--- src/rtl/reset_sequencer.sv ---
// Releases N reset domains in order after system reset, waiting on each domain's ack.
// Recovers from a missing or lost ack by asserting every domain again and restarting.
module reset_sequencer #(
    parameter int N_DOMAINS      = 4,
    parameter int HOLD_CYCLES    = 16,
    parameter int STEP_CYCLES    = 8,
    parameter int TIMEOUT_CYCLES = 1024
) (
    input  logic                                             clk,
    input  logic                                             rst_n,
    input  logic                                             sw_rst_req,
    input  logic [N_DOMAINS-1:0]                             domain_ack,
    output logic [N_DOMAINS-1:0]                             domain_rst_n,
    output logic                                             all_up,
    output logic                                             fault,
    output logic [(N_DOMAINS > 1 ? $clog2(N_DOMAINS) : 1)-1:0] fault_domain
);

    // state    | meaning
    // ST_HOLD  | every domain held in reset for HOLD_CYCLES
    // ST_WAIT  | domain idx released, waiting for its ack or a timeout
    // ST_GAP   | domain idx acked, spacing before the next release
    // ST_UP    | all domains released and acked, watching for ack loss

    localparam int IW     = (N_DOMAINS > 1) ? $clog2(N_DOMAINS) : 1;
    localparam int MAX_HS = (HOLD_CYCLES > STEP_CYCLES) ? HOLD_CYCLES : STEP_CYCLES;
    localparam int CNT_MX = (MAX_HS > TIMEOUT_CYCLES) ? MAX_HS : TIMEOUT_CYCLES;
    localparam int CW     = $clog2(CNT_MX + 1);

    typedef enum logic [1:0] {
        ST_HOLD,
        ST_WAIT,
        ST_GAP,
        ST_UP
    } state_t;

    state_t                 state_q, state_d;
    logic [CW-1:0]          cnt_q, cnt_d;
    logic [IW-1:0]          idx_q, idx_d;
    logic [N_DOMAINS-1:0]   drn_q, drn_d;
    logic                   all_up_q, all_up_d;
    logic                   fault_q, fault_d;
    logic [IW-1:0]          fd_q, fd_d;
    logic                   do_fault;
    logic [IW-1:0]          fault_idx;
    logic [IW-1:0]          low_idx;

    always_comb begin
        low_idx = '0;
        for (int i = N_DOMAINS - 1; i >= 0; i--) begin
            if (!domain_ack[i]) low_idx = IW'(i);
        end
    end

    always_comb begin
        state_d   = state_q;
        cnt_d     = (cnt_q == {CW{1'b1}}) ? cnt_q : cnt_q + CW'(1);
        idx_d     = idx_q;
        drn_d     = drn_q;
        all_up_d  = all_up_q;
        fault_d   = fault_q;
        fd_d      = fd_q;
        do_fault  = 1'b0;
        fault_idx = '0;

        if (sw_rst_req) begin
            state_d  = ST_HOLD;
            cnt_d    = '0;
            idx_d    = '0;
            drn_d    = '0;
            all_up_d = 1'b0;
            fault_d  = 1'b0;
        end else begin
            case (state_q)
                ST_HOLD: begin
                    drn_d = '0;
                    if (cnt_q == CW'(HOLD_CYCLES - 1)) begin
                        drn_d    = N_DOMAINS'(1);
                        idx_d    = '0;
                        cnt_d    = '0;
                        state_d  = ST_WAIT;
                    end
                end
                ST_WAIT: begin
                    // an ack on the timeout edge still wins
                    if (domain_ack[idx_q]) begin
                        cnt_d = '0;
                        if (idx_q == IW'(N_DOMAINS - 1)) begin
                            state_d  = ST_UP;
                            all_up_d = 1'b1;
                        end else begin
                            state_d = ST_GAP;
                        end
                    end else if (cnt_q == CW'(TIMEOUT_CYCLES - 1)) begin
                        do_fault  = 1'b1;
                        fault_idx = idx_q;
                    end
                end
                ST_GAP: begin
                    if (cnt_q == CW'(STEP_CYCLES - 1)) begin
                        idx_d   = idx_q + IW'(1);
                        cnt_d   = '0;
                        state_d = ST_WAIT;
                        for (int i = 0; i < N_DOMAINS; i++) begin
                            if (i == int'(idx_q) + 1) drn_d[i] = 1'b1;
                        end
                    end
                end
                ST_UP: begin
                    if (!(&domain_ack)) begin
                        do_fault  = 1'b1;
                        fault_idx = low_idx;
                    end
                end
                default: state_d = ST_HOLD;
            endcase

            if (do_fault) begin
                drn_d    = '0;
                all_up_d = 1'b0;
                fault_d  = 1'b1;
                fd_d     = fault_idx;
                idx_d    = '0;
                cnt_d    = '0;
                state_d  = ST_HOLD;
            end
        end
    end

    always_ff @(posedge clk or negedge rst_n) begin
        if (!rst_n) begin
            state_q  <= ST_HOLD;
            cnt_q    <= '0;
            idx_q    <= '0;
            drn_q    <= '0;
            all_up_q <= 1'b0;
            fault_q  <= 1'b0;
            fd_q     <= '0;
        end else begin
            state_q  <= state_d;
            cnt_q    <= cnt_d;
            idx_q    <= idx_d;
            drn_q    <= drn_d;
            all_up_q <= all_up_d;
            fault_q  <= fault_d;
            fd_q     <= fd_d;
        end
    end

    assign domain_rst_n = drn_q;
    assign all_up       = all_up_q;
    assign fault        = fault_q;
    assign fault_domain = fd_q;

endmodule
--- config.mk ---
export PLATFORM = sky130hd
export DESIGN_NAME = reset_sequencer
export DESIGN_NICKNAME = d
export VERILOG_FILES = /design/src/rtl/reset_sequencer.sv
export SDC_FILE = /design/constraint.sdc
export NUM_CORES = 1
export LEC_CHECK = 0
export ABC_CLOCK_PERIOD_IN_PS = 5900
export CELL_PAD_IN_SITES_DETAIL_PLACEMENT = 0
export CELL_PAD_IN_SITES_GLOBAL_PLACEMENT = 1
export CORE_MARGIN = 2
export CORE_UTILIZATION = 45
export DETAILED_ROUTE_END_ITERATION = 8
export MAX_ROUTING_LAYER = met4
export PLACE_DENSITY = 0.85
export REMOVE_ABC_BUFFERS = 1
export SLEW_MARGIN = 25
export SYNTH_ARGS = -nofsm -noshare
export SYNTH_HDL_FRONTEND = slang
export SYNTH_SLANG_ARGS = --single-unit
--- constraint.sdc ---
create_clock -name clk -period 5.9 [get_ports clk]
set_clock_uncertainty 0.2 [all_clocks]
set_input_delay 0.885 -clock clk [delete_from_list [all_inputs] [get_ports clk]]
set_output_delay 0.885 -clock clk [all_outputs]
set_load 0.02 [all_outputs]
**Word level (Yosys, flattened, before mapping)**

Cells that the tools add are included.

- Register bits: 23
- Logic and storage cells: 100
- Output and inout port bits: 8

- Order comparisons: 1
- Add/sub/neg operators: 3
- Muxes and demuxes: 50
- Bitwise operators: 1
- Reductions and logical operators: 17
- Eq/ne operators: 18

Operators by type and width:

| operator | number |
|---|---|
| $mux 11 | 6 |
| $pmux 11 s3 | 1 |
| $eq 2x32->1 const A | 1 |
| $eq 3x32->1 const A | 1 |
| $logic_not 32->1 | 1 |
| $mux 2 | 16 |
| $ne 4x4->1 const B | 7 |
| $mux 1 | 18 |
| $reduce_and 3->1 | 6 |
| $mux 4 | 3 |
| $add 11x1->11 const B | 1 |
| $eq 11x10->1 const B | 1 |
| $eq 11x11->1 const B | 1 |
| $eq 11x3->1 const B | 1 |
| $eq 11x4->1 const B | 1 |
| $reduce_bool 3->1 | 3 |
| $pmux 2 s2 | 2 |
| $pmux 4 s2 | 1 |
| $reduce_and 4->1 | 2 |
| $eq 2x2->1 const B | 3 |
| $pmux 2 s3 | 1 |
| $reduce_bool 5->1 | 1 |
| $reduce_bool 4->1 | 1 |
| $add 2x1->3 const B | 1 |
| 10 further kinds | 10 |

**Depth between registers and ports, before layout**

- Depth after elaboration: 7
- Mapped depth: 7
- Gate-level depth less buffers: 6

**Worst setup path after synthesis**

OpenSTA, ideal clock, no wires.

- Path kind: input-to-reg
- Start: in domain_ack[3]
- End: reg idx_q[0]
- Setup time: 0.074 ns
- Path slack: 3.456 ns
- Stages on the path: 5
- Arrival time: 2.170 ns
- Cell sequence: mux4_2 nor3_4 a21oi_2 a211o_1 a21oi_2

- Longest elaborated chain between the ends: 7
- Elaborated cells between the ends (all ways): 13
- Those cells by class: eq/ne: 2; mux: 8; reduce/logical: 3

RTL lines:

| element | line | RTL |
|---|---|---|
| start: declaration | 12 | `input logic [N_DOMAINS-1:0] domain_ack,` |
| $bmux 1 s2 | 86 | `if (domain_ack[idx_q]) begin` |
| $mux 1 (not written as such) | 86 |  |
| $mux 1 | 86 |  |
| $pmux 1 s2 (*) | 74 | `case (state_q)` |
| $mux 1 (*) | 66 | `if (sw_rst_req) begin` |
| $ne 4x4->1 (no line) (tied with other cells) | n/a |  |
| $reduce_and 3->1 (no line) or $mux 2 (tied branches) | n/a |  |
| end signal: assignment | 142 | `idx_q <= idx_d;` |
| end: declaration | 39 | `logic [IW-1:0] idx_q, idx_d;` |

Every way passes the cells marked *; elsewhere a longest branch is shown, timed or not. The select of a mux whose other input is x is not followed.
A chain may end at the register's enable or synchronous reset.

**Worst setup path after layout**

- Start: in domain_ack[2]
- End: reg cnt_q[2]

- Longest elaborated chain between the ends: 7
- Elaborated cells between the ends (all ways): 11
- Those cells by class: mux: 10; reduce/logical: 1

RTL lines:

| element | line | RTL |
|---|---|---|
| $bmux 1 s2 | 86 |  |
| $mux 1 (not written as such) | 86 |  |
| $mux 1 | 86 |  |
| $pmux 1 s2 | 74 |  |
| $mux 1 | 66 |  |
| $mux 11 (*) | 118 | `if (do_fault) begin` |
| $mux 11 (*) | 66 |  |
| via cnt_d[2] | 38 | `logic [CW-1:0] cnt_q, cnt_d;` |
| end signal: assignment | 141 | `cnt_q <= cnt_d;` |
| end: declaration | 38 |  |

The timed path passes the listed nets; every way through them passes the cells marked *. The select of a mux whose other input is x is not followed.

==> out/qor.txt <==
sequential-to-total area share from yosys stat -> 0.433
largest family of logic cells by synthesized area -> simple AND/OR/NAND/NOR gates
cells along the critical path -> clkdlybuf4s50_1 -> mux4_2 -> nor3_4 -> a21oi_2 -> nand4b_1 -> a211oi_1
CP Capture Point -> cnt_q[2]
crit path max fanout -> 11
die area -> 3410 um2
M3 GR Usage -> 0.0198
vias in the first global route -> 1033
drt wl/cell -> 15.4 um
Max Root-Sink Buffers -> 2
period utilization -> 0.504
Synth top area share -> 0.433
HP Class -> primary input to asynchronous set/reset pin
Synth Area in Compound Gates -> 0.152
maxcap violations -> 0
DRC -> 0
Final HPWL DP -> 2.17 mm
XOR/XNOR Fraction of Synth Area -> 0.0395
flop-to-flop setup slack -> 3.44 ns
EDFF count, synth -> 0
GR Overflow Total -> 0
post-cts gate resize count -> 0
initial core utilization -> 0.478
initial antenna violation count -> 0
RD Place Congestion -> 0.822
Distinct cells, synth -> 37
WS Path Type -> primary input to register
Hold-fix buffers, CTS -> 0
1st-iter DRT viols -> 36
pwr dens -> 171 nW/um2
dominant synthesized flop cell -> dfrtp_1
outcome -> completed
achievable frequency -> 0.337 GHz
post-CTS setup repair buffer count -> 0
Detail Route Antenna Nets -> 0
Root Driver -> clkbuf_4
placement-stage cell area -> 1480 um2
via count -> 1102
final setup violation count -> 0
hold slack -> 0.309 ns
Design Area, Final -> 1510 um2
RSZ-0062 raised after global routing -> no
Slew @ Worst Pin -> 0.601 ns
area of the core -> 2780 um2
Pre-Repair DR Iteration Count -> 4
critical path arrival -> 2.99 ns
floorplan row count -> 19
Worst EP required -> 5.92 ns
largest net degree at the start of global routing -> 24
Critical Path Max Stage Delay -> 0.52 ns
clock sink count -> 23
Tmin final -> 2.97 ns
Pleak -> 0.607 nW
syn_area_per_cell -> 9.30 um2
TritonCTS clock tree -> yes
met2 Usage GRT -> 0.299
Post-synth top cells -> 23 x dfrtp_1, 21 x nor2_1, 11 x nand2_1
worst r2r src -> cnt_q[0]
fillers -> 247
Fin. Hold Viols -> 0
Slew Limit Fails -> 0
# IOs -> 15
Worst-path clk slew -> 0.14 ns
GRT busiest layer -> met2
worst r2r path cells -> 6
area delta synth->final -> 13.2%
layout net count -> 169
worst IR drop on VDD -> 0.000142 V
total CTS buffers -> 3
crit path launch type -> primary input
FF+latch count, synth -> 23
Syn Inst Count -> 143
mux cell area share after synthesis -> 0.0320
Synth Area in Simple Gates -> 0.251
synthesized area -> 1330 um2
CP Capture Type -> register
Routed WL -> 2.88 mm
met1 Use GR -> 0.282
Slew headroom -> 0.596
first-pass GRT wire length -> 4.96 mm
area leader, netlist -> dfrtp_1
layout cell share with drive strength beyond 1 -> 0.0769
Via density -> 5.89
slowest cell on the critical path -> clkdlybuf4s50_1
diode count -> 0
Worst-Skew Late Latency -> 0.32 ns
Fin Setup TNS -> 0 ns
worst r2r dst -> cnt_q[2]
asr flop ratio synth -> 1.00
width of the chip -> 58.4 um
adder-cell area share of the yosys netlist -> 0.0470
# port buffers -> 14
most common cell in the netlist -> dfrtp_1
Die Height -> 58.4 um
total track usage -> 0.195
largest cells by area after synthesis -> dfrtp_1 43%, nor2_1 5.9%, ha_1 4.7%
yosys warns -> 0
Worst Setup SP -> domain_ack[2]
H-tree Lvls -> 1
worst max-delay path, delay by kind of cell:
family	cells	cell delay, ns
buffers and inverters	1	0.52
multiplexers	1	0.33
AO/OA/AOI/OAI	2	0.68
AND/OR/NAND/NOR	2	0.55
worst min path at each step:
stage / slack (ns) / to
2_1_floorplan: 0.32 / cnt_q[1]
3_3_place_gp: 0.29 / all_up
3_5_place_dp: 0.30 / all_up
4_1_cts: 0.33 / all_up
5_1_grt: 0.34 / state_q[1]
6_report: 0.31 / state_q[1]
cells by family after synthesis:
family,after synthesis
simple gates,63
buf+inv,14
compound gates,29
mux,3
fa+ha+maj,5
xor+xnor,6
flops,23
power by group:
part	internal (W)	switching [W]
registers	0.000160	0.00000197
clock network	0.0000254	0.0000507
logic	0.00000819	0.0000115
total	0.000194	0.0000641
state kept, by name (all words and copies together), names as in the netlist:
signal / count
cnt_q: 11
domain_rst_n: 4
fault_domain: 2
idx_q: 2
state_q: 2
all_up: 1
fault: 1
metal layers:
| metal | part of all wire | up-vias |
|---|---|---|
| met2 | 0.47 | 18 |
| met5 | 0 | - |
| met3 | 0.027 | 2 |
| met4 | 0.0035 | 0 |
| met1 | 0.50 | 545 |
| li1 | - | 537 |
through the flow:
stage | power, W | utilization | std cells | setup WS (ns)
2_1_floorplan | 0.000173 | - | 138 | 3.43
3_3_place_gp | 0.000184 | 0.533 | 183 | 2.73
3_5_place_dp | 0.000185 | 0.533 | 183 | 2.60
4_1_cts | 0.000262 | 0.543 | 187 | 2.94
5_1_grt | 0.000271 | 0.541 | 187 | 2.73
6_report | 0.000258 | 0.541 | 187 | 2.93
cell type report:
class | count | area, um2 | share of cell area
clock buffers | 3 | 22.5 | 0.0150
clock inverters | 1 | 5.00 | 0.00333
inverters | 9 | 33.8 | 0.0224
multi-input cells | 106 | 694 | 0.461
flip-flops and latches | 23 | 576 | 0.382
well taps | 31 | 38.8 | 0.0258
repair buffers | 14 | 135 | 0.0898
layout by cell type, fill, tap and decap left out, types with 2 or more instances in the layout:
| cell | count |
|---|---|
| nor2_1 | 21 |
| a211oi_1 | 2 |
| o21ai_0 | 4 |
| nand2_1 | 11 |
| nor3_1 | 5 |
| o32a_1 | 2 |
| a21oi_1 | 6 |
| a21oi_2 | 3 |
| clkdlybuf4s50_1 | 13 |
| a211o_1 | 2 |
| clkbuf_4 | 3 |
| nand3_1 | 8 |
| ha_1 | 5 |
| xnor2_1 | 3 |
| xor2_1 | 3 |
| inv_1 | 9 |
| nor4_1 | 2 |
| dfrtp_1 | 23 |
| nand4_1 | 2 |
| mux2i_1 | 2 |
| a31oi_1 | 6 |
| nand2b_1 | 3 |
| or3_1 | 2 |
| and3_1 | 2 |
(Power assumes the default switching activity.)
